===== src/rtl/tessia_fetch_pkg.sv =====
// rtl/tessia_fetch_pkg.sv - shared types and constants for the instruction prefetch queue
package tessia_fetch_pkg;

  // Request sequencer states: idle, waiting on a live request, waiting on a request to discard
  typedef enum logic [1:0] {IDLE, WAIT, DROP} pf_state_t;

  // Distance between consecutive instruction words
  localparam logic [31:0] PC_STEP = 32'd4;

  // One queued instruction together with the address it was fetched from
  typedef struct packed {
    logic [31:0] instr;
    logic [31:0] pc;
  } pf_entry_t;

endpackage


===== src/rtl/fetch_fifo.sv =====
// rtl/fetch_fifo.sv - circular buffer of fetched instruction entries with flush
module fetch_fifo
  import tessia_fetch_pkg::*;
#(
  parameter int DEPTH = 4,
  localparam int PW = $clog2(DEPTH),
  localparam int CW = $clog2(DEPTH + 1)
) (
  input  logic          clk,
  input  logic          resetN,
  input  logic          wrEn,
  input  pf_entry_t     wrData,
  input  logic          rdEn,
  input  logic          flush,
  output logic [CW-1:0] count,
  output pf_entry_t     head
);

  pf_entry_t     mem [DEPTH];
  logic [PW-1:0] wrPtr;
  logic [PW-1:0] rdPtr;
  logic [CW-1:0] countQ;

  // Pointer and occupancy bookkeeping; flush wins over any write or read this cycle
  always_ff @(posedge clk or negedge resetN) begin
    if (!resetN) begin
      wrPtr  <= '0;
      rdPtr  <= '0;
      countQ <= '0;
    end else if (flush) begin
      wrPtr  <= '0;
      rdPtr  <= '0;
      countQ <= '0;
    end else begin
      if (wrEn) wrPtr <= wrPtr + PW'(1);
      if (rdEn) rdPtr <= rdPtr + PW'(1);
      case ({wrEn, rdEn})
        2'b10:   countQ <= countQ + CW'(1);
        2'b01:   countQ <= countQ - CW'(1);
        default: countQ <= countQ;
      endcase
    end
  end

  // Entry storage; contents past the read pointer are never observed, so no reset is needed
  always_ff @(posedge clk) begin
    if (wrEn && !flush) mem[wrPtr] <= wrData;
  end

  assign head  = mem[rdPtr];
  assign count = countQ;

endmodule


===== src/rtl/instr_prefetch_queue.sv =====
// rtl/instr_prefetch_queue.sv - sequential instruction prefetcher feeding the fetch/decode register
module instr_prefetch_queue
  import tessia_fetch_pkg::*;
#(
  parameter int          DEPTH    = 4,
  parameter logic [31:0] RESET_PC = 32'h0000_0000
) (
  input  logic        clk,
  input  logic        reset,
  input  logic        redirect_valid,
  input  logic [31:0] redirect_pc,
  input  logic        stall,
  output logic        imem_req,
  output logic [31:0] imem_addr,
  input  logic        imem_ack,
  input  logic [31:0] imem_rdata,
  output logic        instr_valid,
  output logic [31:0] instr,
  output logic [31:0] instr_pc,
  output logic [31:0] instr_pcplus4
);

  localparam int CW = $clog2(DEPTH + 1);

  pf_state_t     state;
  pf_state_t     stateNext;
  logic          reqNext;
  logic [31:0]   addrNext;
  logic [31:0]   fetchPc;
  logic [31:0]   fetchPcNext;
  logic [31:0]   redirectPc;
  logic [CW-1:0] count;
  logic [CW:0]   countNext;
  logic          enq;
  logic          deq;
  logic          credit;
  pf_entry_t     head;
  pf_entry_t     wrEntry;

  // Redirect targets are word aligned regardless of the low address bits supplied
  assign redirectPc = redirect_pc & 32'hFFFF_FFFC;

  assign instr_valid = (count != '0);

  // A redirect squashes both the returning word and the consumer's dequeue
  assign deq = instr_valid & ~stall & ~redirect_valid;
  assign enq = imem_ack & imem_req & (state == WAIT) & ~redirect_valid;

  // Occupancy after this cycle's traffic; a request is only issued if that leaves a free slot,
  // which keeps at most one request outstanding and the buffer from overflowing
  assign countNext = {1'b0, count} + {{CW{1'b0}}, enq} - {{CW{1'b0}}, deq};
  assign credit    = countNext < (CW + 1)'(DEPTH);

  assign wrEntry = '{instr: imem_rdata, pc: imem_addr};

  fetch_fifo #(
    .DEPTH(DEPTH)
  ) uFifo (
    .clk    (clk),
    .resetN (reset),
    .wrEn   (enq),
    .wrData (wrEntry),
    .rdEn   (deq),
    .flush  (redirect_valid),
    .count  (count),
    .head   (head)
  );

  // Request sequencing: choose the next request, address and fetch pointer
  always_comb begin
    stateNext   = state;
    reqNext     = imem_req;
    addrNext    = imem_addr;
    fetchPcNext = fetchPc;
    case (state)
      IDLE: begin
        if (redirect_valid) begin
          reqNext     = 1'b1;
          addrNext    = redirectPc;
          fetchPcNext = redirectPc + PC_STEP;
          stateNext   = WAIT;
        end else if (credit) begin
          reqNext     = 1'b1;
          addrNext    = fetchPc;
          fetchPcNext = fetchPc + PC_STEP;
          stateNext   = WAIT;
        end
      end
      WAIT: begin
        if (imem_ack) begin
          if (redirect_valid) begin
            addrNext    = redirectPc;
            fetchPcNext = redirectPc + PC_STEP;
          end else if (credit) begin
            addrNext    = fetchPc;
            fetchPcNext = fetchPc + PC_STEP;
          end else begin
            reqNext   = 1'b0;
            stateNext = IDLE;
          end
        end else if (redirect_valid) begin
          // The bus cannot retract a request, so remember the target and discard its reply
          fetchPcNext = redirectPc;
          stateNext   = DROP;
        end
      end
      DROP: begin
        if (imem_ack) begin
          stateNext = WAIT;
          if (redirect_valid) begin
            addrNext    = redirectPc;
            fetchPcNext = redirectPc + PC_STEP;
          end else begin
            addrNext    = fetchPc;
            fetchPcNext = fetchPc + PC_STEP;
          end
        end else if (redirect_valid) begin
          fetchPcNext = redirectPc;
        end
      end
      default: begin
        reqNext   = 1'b0;
        stateNext = IDLE;
      end
    endcase
  end

  // Request-side registers
  always_ff @(posedge clk or negedge reset) begin
    if (!reset) begin
      state     <= IDLE;
      imem_req  <= 1'b0;
      imem_addr <= RESET_PC;
      fetchPc   <= RESET_PC;
    end else begin
      state     <= stateNext;
      imem_req  <= reqNext;
      imem_addr <= addrNext;
      fetchPc   <= fetchPcNext;
    end
  end

  // Head presentation is zeroed while empty so the pipeline sees clean values after reset or flush
  assign instr         = instr_valid ? head.instr : '0;
  assign instr_pc      = instr_valid ? head.pc : '0;
  assign instr_pcplus4 = instr_pc + PC_STEP;

endmodule


===== config.mk =====
export PLATFORM = sky130hd
export DESIGN_NAME = instr_prefetch_queue
export DESIGN_NICKNAME = d
export VERILOG_FILES = /design/src/rtl/tessia_fetch_pkg.sv /design/src/rtl/fetch_fifo.sv /design/src/rtl/instr_prefetch_queue.sv
export SDC_FILE = /design/constraint.sdc
export NUM_CORES = 1
export LEC_CHECK = 0
export ABC_AREA = 1
export BUFFER_PORTS_ARGS = -buffer_cell sky130_fd_sc_hd__buf_4
export CELL_PAD_IN_SITES_DETAIL_PLACEMENT = 0
export CELL_PAD_IN_SITES_GLOBAL_PLACEMENT = 1
export CORE_MARGIN = 4
export CORE_UTILIZATION = 39
export DETAILED_ROUTE_END_ITERATION = 6
export PLACE_DENSITY = 0.75
export SLEW_MARGIN = 20
export SYNTH_ARGS = -nofsm -noshare
export SYNTH_HDL_FRONTEND = slang
export SYNTH_SLANG_ARGS = --single-unit

===== constraint.sdc =====
create_clock -name clk -period 5.15 [get_ports clk]
set_clock_uncertainty 0.05 [all_clocks]
set_input_delay 1.545 -clock clk [delete_from_list [all_inputs] [get_ports clk]]
set_output_delay 1.545 -clock clk [all_outputs]
set_load 0.02 [all_outputs]

# After elaboration in Yosys (flattened, before gate mapping)
# Memory sizes are Yosys's and may differ from the RTL's.
# Index checks and enable logic that the tools add are counted.
# classes
add_sub_neg	9
muxes	36
bitwise	8
n_eq_ne	12
order_cmp	1
reduce_logical	11
# op_table
op	n
2-to-1 mux 32 bit	12
one-hot mux 32 bit (3 select lines)	2
adder 32 x 3 -> 32 bit, second input constant	3
2-to-1 mux 2 bit	11
!= test 3 bit, second input constant	4
AND reduction 5 bit	2
nonzero test 3 bit	3
!= test 2 bit, second input constant	4
2-to-1 mux 1 bit	7
one-hot mux 2 bit (3 select lines)	1
one-hot mux 3 bit (2 select lines)	1
bitwise AND 1 bit	5
adder 2 x 1 -> 2 bit, second input constant	2
adder 3 x 1 -> 4 bit	1
== test 2 x 1 -> 1 bit, second input constant	2
== test 2 bit, second input constant	2
< comparator 4 x 3 -> 1 bit, second input constant	1
nonzero test 2 bit	2
subtractor 4 x 1 -> 4 bit	1
adder 3 x 1 -> 3 bit, second input constant	1
2-to-1 mux 3 bit	1
NOT 1 bit	3
one-hot mux 1 bit (3 select lines)	1
AND reduction 3 bit	1
other kinds (4)	4
# totals
reg_bits	74
wordCells	85
ramBits	256
memories	1
# mem_list
memory	words	word_bits	read_ports	rd_ports_with_merged_regs	write_ports	line	rtl
uFifo.mem	4	64	1	0	1	fetch_fifo.sv:19	pf_entry_t mem [DEPTH];

# Logic depth before layout (Yosys ltp)
# Gate-level depths: netlist (run 1).
# depth
depth_word	10
mapped_depth	27

# Modules after synthesis
# From an unflattened synthesis (run 1), not the netlist that was laid out.
# unflattened
cells_unflattened	2183
area_unflattened_um2	17996.0
# by_module_without_submodules
mod	cells_per_inst	seq_area_each_um2	area_per_inst_um2	instances
fetch_fifo	679	7862.5	9920.8	1
instr_prefetch_queue	1504	1676.6	8075.2	1

# Worst setup path after synthesis (run 1)
# No wires, ideal clock.
# synth_path
path_kind	input to register
from	in redirect_valid
to	mem uFifo.mem[0][0] (netlist bit), enable pin
slack_ns	-0.417
t_required_ns	4.614
path_stages	6
arrival_ns	5.031
n_path_buf	3
path_cell_list	buf_2 -> clkbuf_1 -> buf_1 -> nor2_1 -> inv_1 -> nor2_1
# synth_between
elab_chain_cells	5
# synth_lines
element	line	rtl
from (decl)	instr_prefetch_queue.sv:10	input logic redirect_valid,
NOT 1 bit	instr_prefetch_queue.sv:47	assign enq = imem_ack & imem_req & (state == WAIT) & ~redirect_valid;
bitwise AND 1 bit	instr_prefetch_queue.sv:47	
logical AND 1 bit (*)	fetch_fifo.sv:47	if (wrEn && !flush) mem[wrPtr] <= wrData;
2-to-1 mux 1 bit (*)	fetch_fifo.sv:47	
2-to-1 mux 1 bit (not written as such) (*)	fetch_fifo.sv:47	
to (decl)	fetch_fifo.sv:19	
# Every way passes the cells marked *; elsewhere a longest branch is shown, timed or not.

# Worst setup path after layout (run 1)
# layout_path
from	reg uFifo.rdPtr[1]
to	out instr_pcplus4[26]
# layout_between
elab_chain_cells	3
# layout_lines
element	line	rtl
from (decl)	fetch_fifo.sv:21	logic [PW-1:0] rdPtr;
from (signal assigned)	fetch_fifo.sv:36	if (rdEn) rdPtr <= rdPtr + PW'(1);
memory (4 x 64 bit)	--	
2-to-1 mux 32 bit	instr_prefetch_queue.sv:145	assign instr_pc = instr_valid ? head.pc : '0;
adder 32 x 3 -> 32 bit	instr_prefetch_queue.sv:146	assign instr_pcplus4 = instr_pc + PC_STEP;
to (decl)	instr_prefetch_queue.sv:20	output logic [31:0] instr_pcplus4
# Every way passes these cells.

==> summary.md, run 1 <==
| Metric | Value |
|---|---|
| CTS Buf Count | `38` |
| Avg Synthesized Cell Area | `8.28 µm²` |
| Switching pwr | `5.32 mW` |
| Cell area power density | `565 nW/µm²` |
| F_max | `204 MHz` |
| Max VDD drop | `0.419 mV` |
| Placed cell area | `20000 µm²` |
| Slowest cell on crit path | `dfrtp_4` |
| Synth Warn # | `0` |
| Final min period | `4.90 ns` |
| Fraction of registers with async set/reset | `0.224` |
| Root buf cell | `clkbuf_16` |
| Fillers | `4403` |
| Setup WS pre-CTS | `0.489 ns` |
| Top-area cell type share of the netlist area | `0.432` |
| Vias/cell | `5.32` |
| CP startpoint kind | `flop` |
| Fin area | `about 21000 µm²` |
| DIE AREA | `49200 µm²` |
| Sw Ratio | `0.443` |
| Hpwl dp | `41200 µm` |
| Hold Crit Class | `flop to flop` |
| Layout area overhead | `19.3%` |
| Count of cell types in the netlist | `41` |
| CP Class | `flop to output pin` |
| # Max-Cap Violations | `0` |
| Seq/Total Area, Yosys | `0.536` |
| Num Clock Sinks | `330` |
| Post-Syn Area | `17800 µm²` |
| Hold WS | `0.441 ns` |
| N_diodes | `0` |
| Most frequent cells in the layout | `nand2_1 (561), nor2_1 (365), edfxtp_1 (256), buf_4 (218), nand3_1 (204)` |
| R2r startpoint | `uFifo.count[1]` |
| Clk slew on worst S/H paths | `roughly 0.060 ns` |
| Leak | `8.61 nW` |
| Non-filler cells, final | `2950` |
| Power consumption | `12.0 mW` |
| Setup_tns | `0 ns` |
| Share of cells above drive strength 1 | `0.151` |
| Gr ovfl total | `0` |
| Leading area contributor after synthesis | `edfxtp_1` |
| Sequential Power Share | `0.318` |
| Worst-Skew Late Latency | `0.56 ns` |
| Antenna-violating nets left | `0` |
| Synthesis-stage register bit count | `between 300 and 400` |
| Final Hold Vio Count | `0` |
| Final net count | `2406` |
| Maximum root-to-sink buffer count | `3` |
| Slew @ Worst Pin | `between 0.9 and 1 ns` |
| Detailed Route Iter0 Violations | `1225` |
| Hold Startpoint | `fetchPc[0]` |
| First drt pass iteration count | `5` |
| Slew HR | `0.336` |
| WL/cell | `20.2 µm` |
| Total GRT Usage | `0.233` |
| Vias | `15700` |
| Commonest non-fill, non-tap cell in the layout | `nand2_1` |
| Core Region | `45300 µm²` |
| Final WL | `59600 µm` |
| Internal Pwr Total | `approximately 6.7 mW` |
| Placed Cells | `2880` |
| Routability cong. | `0.984` |
| Worst setup margin | `approximately 0.25 ns` |
| Initial Util | `0.393` |
| Largest net degree at the start of global routing | `64` |
| DRC | `0` |
| Syn Inst Count | `2151` |
| Crit. Startpoint | `uFifo.rdPtr[1]` |
| CTS tree | `yes` |
| Ys flop type | `edfxtp_1` |
| Largest cells by area after synthesis | `edfxtp_1 (43%), nand2_1 (12%), dfrtp_1 (10%), nor2_1 (7.8%), nand3_1 (5.7%)` |
| WP buf/inv | `3` |
| First-pass GRT wire length | `89700 µm` |
| RSZ-0062 raised after global routing | `no` |
| Number of port buffers | `between 150 and 200` |
| # hold bufs at CTS | `0` |
| Clock share of power | `0.221` |
| Die height | `222 µm` |
| Crit-path cells | `inv_2 -> nand3_1 -> nand2_1 -> nor2_2 -> ha_1 -> inv_1 -> nor2_4 -> nand2_1 -> nor2_2 -> nand3_1 -> xnor2_1 -> buf_4` |
| Max-slew violations | `0` |
| Final core utilization | `0.469` |
| Chip width | `222 µm` |
| Syn_nets | `approximately 2200` |
| Vias in the first global route | `around 15000` |
| Clock H-tree levels | `2` |
| Initial antenna violation count | `0` |
| EDFF count, synth | `256` |
| Largest delay share family, worst path | `simple AND/OR/NAND/NOR gates` |
| Setup violators final | `0` |
| CP arrival | `3.31 ns` |
| Gate power share | `0.461` |
| CP peak stage delay | `0.61 ns` |
| FP Rows | `78` |
| IO Pins | `199` |
| Fraction of the cycle the final worst path needs | `0.951` |
| Status | `complete, no violations` |
| Crit path required time | `3.56 ns` |
| Max Fanout on Critical Path | `21` |
| Critical path capture point type | `output pin` |
## what timing repair did
action                                  4_1_cts  5_1_grt
endpoints found under the setup margin        2        7
gates resized for setup                       1        8
cloned                                        0        0
setup buffers                                 0        1
## synthesized netlist by cell type (14+ instances only)
| master | n |
|---|---|
| buf_4 | 14 |
| edfxtp_1 | 256 |
| nand3_1 | 204 |
| xor2_1 | 23 |
| o21ai_0 | 156 |
| clkbuf_1 | 40 |
| buf_1 | 20 |
| inv_2 | 16 |
| buf_2 | 26 |
| nand2_1 | 561 |
| nor2_1 | 369 |
| inv_1 | 114 |
| ha_1 | 15 |
| a21oi_1 | 131 |
| dfrtp_1 | 74 |
| nand4_1 | 14 |
| o21ai_1 | 16 |
## power groups by stage
| stage | registers (mW) | logic (mW) | clock network, mW |
|---|---|---|---|
| after floorplan | 3.79 | 3.36 | 0 |
| after global placement | 3.85 | 5.43 | 0 |
| after detailed placement | 3.87 | 5.49 | 0 |
| after CTS | 3.82 | 5.51 | 2.71 |
| after global routing | 3.87 | 6.06 | 2.83 |
| final | 3.83 | 5.53 | 2.65 |
## layer usage
metal / part of all wire / track usage / vias up / routed length (µm)
met5: 0 / 0 / - / 0
met4: 0.026 / 0.0664 / 0 / 1530
met3: 0.060 / 0.0421 / 104 / 3590
met2: 0.47 / 0.386 / 516 / 28200
met1: 0.44 / 0.315 / 7538 / 26300
li1: - / - / 7524 / -
## flip-flops by register name, indices dropped and copies added (netlist names)
signal       flops
imem_addr       32
uFifo.rdPtr      2
uFifo.count      3
state            2
fetchPc         32
uFifo.mem      256
imem_req         1
uFifo.wrPtr      2
## logic make-up (layout without fill, tap and decap cells)
family          count (synthesis)  after routing  synth area share
buf+inv                       234            433            0.0555
xor+xnor                       35             35            0.0172
compound gates                341            341             0.102
simple gates                 1195           1195             0.278
flops                         330            330             0.536
fa+ha+maj                      16             16            0.0117
## final timing paths
path / endpoint / slack [ns] / cells past startpoint
min: fetchPc[0] / 0.44 / 2
max in group asynchronous: imem_addr[0] / 3.15 / 2
max reg2reg: fetchPc[26] / 1.43 / 23
min reg2reg: fetchPc[0] / 0.44 / 2
min in group asynchronous: fetchPc[20] / 0.98 / 1
max: instr_pcplus4[26] / 0.25 / 12
## layout make-up
class / count / area, µm² / share of cell area
multi-input cells: 1587 / 7320 / 0.344
flip-flops and latches: 330 / 9550 / 0.449
repair buffers: 233 / 1900 / 0.0894
clock inverters: 21 / 228 / 0.0107
clock buffers: 48 / 1010 / 0.0475
inverters: 131 / 499 / 0.0235
well taps: 600 / 751 / 0.0353
## worst register-to-register path, cell delays in order (launching register included)
cell and delay [ns]:
dfrtp_1 0.42, inv_1 0.13, nand3_2 0.12, inv_4 0.42, nor2_1 0.11, inv_1 0.17, nor2_1 0.07, ha_1 0.18
inv_1 0.05, ha_1 0.21, inv_1 0.05, nor2_1 0.03, nand3_1 0.09, nand2_1 0.05, nand2_1 0.09, nand3_2 0.34
buf_4 0.31, inv_1 0.20, nand3_1 0.13, nand2_1 0.10, nand2_1 0.05, nand3_1 0.08, nand2_1 0.07, a21oi_1 0.12
No activity file was read; power rests on OpenSTA's default activity.
==> inputs of run 2 (changes only) <==
ABC_AREA = 0   (was 1)
CORE_UTILIZATION = 48   (was 39)
CTS_CLUSTER_DIAMETER = 50   (was default)
PLACE_DENSITY = 0.84   (was 0.75)
==> summary.md, run 2 <==
| Metric | Value |
|---|---|
| Worst-Skew Late Latency | `0.54 ns (-0.02 ns)` |
| Status | `complete, no violations` |
| Total GRT Usage | `0.246 (+0.0131)` |
| Largest regs | `uFifo.mem x256, fetchPc x32, imem_addr x32` |
| CTS Buf Count | `40 (+5.3%)` |
| Fraction of registers with async set/reset | `0.224 (unchanged)` |
| Fraction of the cycle the final worst path needs | `0.954 (+0.00279)` |
| Slowest cell on crit path | `dfrtp_4` |
| Cell area power density | `585 nW/µm² (+3.5%)` |
| Crit-path cells | `buf_12 -> buf_4 -> mux4_2 -> nand4_1 -> nor3_2 -> nand4_4 -> nor4_2 -> xor2_1 -> buf_4` |
| Routability cong. | `0.925 (-6.0%)` |
| Die height | `198 µm (-11%)` |
| Post-synthesis xor/xnor area fraction | `0.0287 (+0.0115)` |
| RSZ-0062 raised after global routing | `no` |
| Most flops, register | `uFifo.mem` |
| Max VDD drop | `0.436 mV (+4.1%)` |
| Post-synthesis mux area share | `0.114 (+0.114)` |
| Largest family of logic cells by synthesized area | `simple AND/OR/NAND/NOR gates` |
| WL/cell | `23.8 µm (+18%)` |
| Worst setup margin | `0.236 ns (-0.0143 ns)` |
| Most frequent cell after synthesis | `edfxtp_1` |
| First-pass GRT wire length | `75000 µm (-16%)` |
| Largest net degree at the start of global routing | `65 (+1.6%)` |
| Final WL | `49300 µm (-17%)` |
| EDFF count, synth | `256 (unchanged)` |
| Setup_tns | `0 ns (unchanged)` |
| CP startpoint kind | `flop` |
| Commonest non-fill, non-tap cell in the layout | `edfxtp_1` |
| Syn_nets | `1485 (-34%)` |
| Seq/Total Area, Yosys | `0.550 (+0.0146)` |
| FP Rows | `69 (-12%)` |
| Clk slew on worst S/H paths | `0.06 ns (about the same)` |
| Max-slew violations | `0 (unchanged)` |
| Synth Warn # | `0 (unchanged)` |
| Crit path required time | `3.56 ns (about the same)` |
| Multi-input logic area | `7100 µm² (-3.0%)` |
| Chip width | `198 µm (-11%)` |
| # Max-Cap Violations | `0 (unchanged)` |
| F_max | `203 MHz (-0.29%)` |
| Initial antenna violation count | `1 (+1)` |
| Setup violators final | `0 (unchanged)` |
| Vias | `12800 (-18%)` |
| Most frequent cells in the layout | `edfxtp_1 (256), buf_4 (231), nand2_1 (123), o21ai_0 (82), dfrtp_1 (72)` |
| Final Hold Vio Count | `0 (unchanged)` |
| Area fraction in compound gates after synthesis | `0.113 (+0.0112)` |
| Synth Area in Adders | `0.0120 (+0.000317)` |
| IO Pins | `199 (unchanged)` |
| Vias in the first global route | `12300 (-17%)` |
| Max Fanout on Critical Path | `28 (+33%)` |
| CP Class | `flop to output pin` |
| Synthesis-stage register bit count | `330 (unchanged)` |
| Slew @ Worst Pin | `1.07 ns (+0.0809 ns)` |
| Initial Util | `0.487 (+0.0942)` |
| Ys flop type | `edfxtp_1` |
| Gr ovfl total | `0 (unchanged)` |
| DIE AREA | `39200 µm² (-20%)` |
| Most instantiated cells after synthesis | `edfxtp_1 (256), nand2_1 (123), o21ai_0 (82)` |
| Antenna-violating nets left | `0 (unchanged)` |
| Number of port buffers | `196 (unchanged)` |
| Hpwl dp | `33800 µm (-18%)` |
| Post-Syn Area | `17300 µm² (-2.6%)` |
| Maximum root-to-sink buffer count | `3 (unchanged)` |
| CP arrival | `3.32 ns (about the same)` |
| Most common cell on crit path | `buf_4` |
| Core Region | `35600 µm² (-21%)` |
| Placed Cells | `1994 (-31%)` |
| Top-area cell type share of the netlist area | `0.443 (+0.0117)` |
| Setup WS pre-CTS | `0.539 ns (+0.0503 ns)` |
| Non-filler cells, final | `2069 (-30%)` |
| DRC | `0 (unchanged)` |
| Share of cells above drive strength 1 | `0.251 (+0.0999)` |
| Leak | `7.57 nW (-12%)` |
| Largest register FFs | `256 (unchanged)` |
| Largest cells by area after synthesis | `edfxtp_1 (44%), dfrtp_1 (11%), mux4_2 (6.5%), nand2_1 (2.7%), o21ai_0 (2.4%)` |
| Post-synthesis simple-gate area fraction | `0.140 (-0.138)` |
| Detailed Route Iter0 Violations | `1288 (+5.1%)` |
| Placed cell area | `19300 µm² (-3.5%)` |
| CP peak stage delay | `0.62 ns (about the same)` |
| First drt pass iteration count | `7 (+2)` |
| Final min period | `4.91 ns (+0.0143 ns)` |
| Fin area | `20600 µm² (-3.2%)` |
| Root buf cell | `clkbuf_16` |
| Num Clock Sinks | `330 (unchanged)` |
| Fillers | `2880 (-35%)` |
| Hold Crit Class | `flop to flop` |
| Avg Synthesized Cell Area | `12.4 µm² (+50%)` |
| CTS tree | `yes` |
| Leading area contributor after synthesis | `edfxtp_1` |
| Vias/cell | `6.21 (+17%)` |
| Power consumption | `12.0 mW (+0.27%)` |
| Clock H-tree levels | `2 (unchanged)` |
| Syn Inst Count | `1400 (-35%)` |
| Slew HR | `0.282 (-0.0536)` |
| Critical path capture point type | `output pin` |
| Reg area | `9540 µm² (about the same)` |
| Post-CTS Setup Bufs | `0 (unchanged)` |
| Count of cell types in the netlist | `88 (+110%)` |
| Final net count | `1660 (-31%)` |
| Layout area overhead | `18.7%` |
-- run 2: cell count changes after synthesis, moves of 19 or more --
cell	before	now
xnor2_1	12	39
mux4_2	0	50
and2_1	0	60
inv_1	114	47
nor4_1	0	19
o21ai_0	156	82
nand2_1	561	123
nor3_1	10	34
nor2_1	369	60
nand3_1	204	35
a21oi_1	131	53
mux2i_1	0	28
-- run 2: repair_timing --
action	in CTS	in global routing
hold endpoints to repair	0	0
gates resized for setup	0	1
hold buffers	0	0
setup endpoints to repair	0	2
-- run 2: stage by stage --
| stage | hold slack, ns | utilization |
|---|---|---|
| after floorplan | 0.404 | - |
| after global placement | 0.419 | 0.542 |
| after detailed placement | 0.425 | 0.542 |
| after CTS | 0.443 | 0.578 |
| after global routing | 0.461 | 0.578 |
| final | 0.441 | 0.579 |
-- run 2: cells by family (layout without fill, tap and decap cells) --
family	Yosys count	count (layout)
flip-flops	330	330
AND/OR/NAND/NOR	443	443
other	0	1
adder cells (fa/ha/maj)	16	16
buffers and inverters	153	360
XOR/XNOR	56	56
multiplexers	109	109
AO/OA/AOI/OAI	293	293
-- run 2: area by class of cell --
class	instances	area share
diodes	1	0.000122
clock inverters	17	0.00900
flip-flops and latches	330	0.464
well taps	461	0.0280
clock buffers	57	0.0542
repair buffers	238	0.0911
multi-input cells	917	0.345
inverters	48	0.00876
-- run 2: per-layer routing --
metal	wire length (µm)	vias up	track usage
met5	7	-	0
met4	1320	2	0.0737
met3	4390	90	0.0453
met2	23700	689	0.399
met1	19800	6313	0.341
li1	-	5748	-
-- run 2: where the power goes --
group / leakage (nW) / internal, mW / switching, mW / total, mW
combinational: 3.69 / 2.14 / 3.36 / 5.50
sequential: 3.26 / 3.33 / 0.513 / 3.84
clock: 0.626 / 1.63 / 1.08 / 2.70
-- run 2: path summary, 6_finish.rpt --
kind	start	end	slack (ns)	depth (start not counted)
worst max-delay path	uFifo.rdPtr[0]	instr_pcplus4[31]	0.24	9
worst min-delay path	fetchPc[1]	fetchPc[1]	0.44	1
worst max register to register	uFifo.count[1]	fetchPc[3]	1.46	13
worst min register to register	fetchPc[1]	fetchPc[1]	0.44	1
max in group asynchronous	reset	imem_addr[19]	3.17	2
min in group asynchronous	reset	uFifo.count[0]	0.96	1
-- run 2: critical path, delay by kind of cell, from the launching register on --
kind	cells	cell delay (ns)
multiplexers	1	0.36
flip-flops	1	0.62
AND/OR/NAND/NOR	4	1.02
XOR/XNOR	1	0.17
buffers and inverters	3	0.60
==> inputs of run 3 (changes only) <==
CTS_BUF_LIST = sky130_fd_sc_hd__clkbuf_16   (was default)
==> summary.md, run 3 (synthesis gave the netlist of run 2 again) <==
| Metric | Value |
|---|---|
| Crit path required time | `3.56 ns (about the same)` |
| DIE AREA | `39200 µm² (unchanged)` |
| FP Rows | `69 (unchanged)` |
| Final min period | `4.87 ns (-0.0493 ns)` |
| Slew HR | `0.311 (+0.0288)` |
| Largest net degree at the start of global routing | `65 (unchanged)` |
| F_max | `206 MHz (+1.0%)` |
| First-pass GRT wire length | `75000 µm (about the same)` |
| Maximum root-to-sink buffer count | `3 (unchanged)` |
| Internal Pwr Total | `7.06 mW (-0.54%)` |
| # Max-Cap Violations | `0 (unchanged)` |
| Vias in the first global route | `12300 (-0.049%)` |
| Vias/cell | `6.18 (-0.35%)` |
| Final Hold Vio Count | `0 (unchanged)` |
| Largest register FFs | `256 (unchanged)` |
| Gate power share | `0.462 (+0.005)` |
| Sw Ratio | `0.412 (+0.00107)` |
| WL/cell | `23.7 µm (-0.58%)` |
| Setup_tns | `0 ns (unchanged)` |
| WP buf/inv | `4 (+1)` |
| Hold Crit Class | `flop to flop` |
| Vias | `12800 (+0.031%)` |
| Most flops, register | `uFifo.mem` |
| Placed cell area | `19300 µm² (unchanged)` |
| Clock H-tree levels | `2 (unchanged)` |
| CP peak stage delay | `0.56 ns (-0.06 ns)` |
| Sequential Power Share | `0.319 (about the same)` |
| Antenna-violating nets left | `0 (unchanged)` |
| Slowest cell on crit path | `dfrtp_4` |
| Clk slew on worst S/H paths | `0.06 ns (about the same)` |
| Critical path capture point type | `output pin` |
| Largest delay share family, worst path | `simple AND/OR/NAND/NOR gates` |
| Status | `complete, no violations` |
| Core Region | `35600 µm² (unchanged)` |
| Gr ovfl total | `0 (unchanged)` |
| Worst setup margin | `0.285 ns (+0.0493 ns)` |
| Final net count | `1668 (+0.48%)` |
| First drt pass iteration count | `7 (unchanged)` |
| Most common cell on crit path | `buf_4` |
| Worst-Skew Late Latency | `0.54 ns (about the same)` |
| Root buf cell | `clkbuf_16` |
| Hpwl dp | `33800 µm (unchanged)` |
| DRC | `0 (unchanged)` |
| Share of cells above drive strength 1 | `0.253 (+0.00123)` |
| RSZ-0062 raised after global routing | `no` |
| Commonest non-fill, non-tap cell in the layout | `edfxtp_1` |
| Detailed Route Iter0 Violations | `1221 (-5.2%)` |
| CP startpoint kind | `flop` |
| Die height | `198 µm (unchanged)` |
| Max VDD drop | `0.436 mV (-0.12%)` |
| Leak | `7.65 nW (+1.1%)` |
| Number of port buffers | `196 (unchanged)` |
| Max Fanout on Critical Path | `11 (-61%)` |
| CP Class | `flop to output pin` |
| Cell area power density | `583 nW/µm² (-0.48%)` |
| Num Clock Sinks | `330 (unchanged)` |
| Max-slew violations | `0 (unchanged)` |
| Fraction of the cycle the final worst path needs | `0.945 (-0.00957)` |
| Final WL | `49200 µm (-0.20%)` |
| IO Pins | `199 (unchanged)` |
| CTS Buf Count | `40 (unchanged)` |
| Setup violators final | `0 (unchanged)` |
| Switching pwr | `4.94 mW (about the same)` |
| Chip width | `198 µm (unchanged)` |
| Final core utilization | `0.579 (+0.000704)` |
| Fin area | `20600 µm² (+0.12%)` |
| Slew @ Worst Pin | `1.02 ns (-0.0427 ns)` |
| CTS tree | `yes` |
| Hold WS | `0.442 ns (+0.000451 ns)` |
| Routability cong. | `0.925 (unchanged)` |
| Total GRT Usage | `0.246 (about the same)` |
| Clock share of power | `0.219 (-0.005)` |
| # hold bufs at CTS | `0 (unchanged)` |
| Layout area overhead | `18.8%` |
| Initial antenna violation count | `1 (unchanged)` |
| Largest regs | `uFifo.mem x256, fetchPc x32, imem_addr x32` |
| Crit-path cells | `buf_4 -> mux4_1 -> nand2_1 -> inv_1 -> ha_1 -> nand2_1 -> nor3_1 -> buf_4 -> and2_1 -> nand3_1 -> xnor2_1 -> buf_4` |
| Initial Util | `0.487 (unchanged)` |
| CP arrival | `3.27 ns (-0.05 ns)` |
| Most frequent cells in the layout | `edfxtp_1 (256), buf_4 (239), nand2_1 (123), o21ai_0 (82), dfrtp_1 (72)` |
| Setup WS pre-CTS | `0.539 ns (unchanged)` |
-- run 3: cell count changes in the layout (fill, tap and decap cells not counted) --
cell      change
inv_1        +13
nor3_1        +1
buf_4         +8
clkinv_1      +3
nor3_2        -1
clkbuf_1     -13
clkbuf_8      -3
-- run 3: power groups by stage --
stage | combinational (mW) | sequential (mW) | clock [mW]
floorplan | 3.48 | 3.75 | 0
global placement | 5.38 | 3.86 | 0
detailed placement | 5.45 | 3.89 | 0
CTS | 5.47 | 3.84 | 2.68
global route | 5.92 | 3.88 | 2.81
finish | 5.54 | 3.83 | 2.63
-- run 3: area by class of cell --
class                      instances  area [µm²]
sequential                       330        9540
antenna                            1        2.50
inverter                          48         180
clock buffer                      41        1030
tap                              461         577
timing repair buffer             246        1930
clock inverter                    33         245
fill                            2875       15000
multi-input combinational        917        7090
-- run 3: worst register-to-register path, stage by stage (launching register included) --
cell and delay [ns]:
dfrtp_1 0.46, nor3_2 0.25, buf_4 0.25, nor3_1 0.07, ha_1 0.18, inv_1 0.05
ha_1 0.21, and4b_1 0.25, a2111oi_2 0.47, a211o_1 0.29, buf_4 0.39, mux2_2 0.40
o211ai_1 0.16, a2bb2oi_1 0.08
-- run 3: path summary, 6_finish.rpt --
kind                       depth (start not counted)                end      startpoint  slack [ns]
setup / recovery                                  12  instr_pcplus4[16]  uFifo.rdPtr[0]        0.28
hold / removal                                     1         fetchPc[1]      fetchPc[1]        0.44
setup reg to reg                                  13         fetchPc[3]  uFifo.count[1]        1.47
hold reg to reg                                    1         fetchPc[1]      fetchPc[1]        0.44
max in group asynchronous                          2         fetchPc[3]           reset        3.16
min in group asynchronous                          1     uFifo.count[0]           reset        0.96
-- run 3: what timing repair did --
action,4_1_cts,5_1_grt
setup endpoints to repair,0,2
buffers inserted,0,8
gates resized for setup,0,0
-- run 3: metrics by stage --
step                      instances  total power, mW
final                          2077             12.0
after global routing           2076             12.6
after CTS                      2068             12.0
after detailed placement       1994             9.34
after global placement         1994             9.24
after floorplan                1400             7.24
-- run 3: metal layers --
layer | GRT usage | share of wire | vias to the layer above
li1 | - | - | 5780
met1 | 0.341 | 0.40 | 6318
met5 | 0 | 0.00014 | -
met4 | 0.0745 | 0.028 | 2
met3 | 0.0442 | 0.092 | 96
met2 | 0.399 | 0.48 | 650
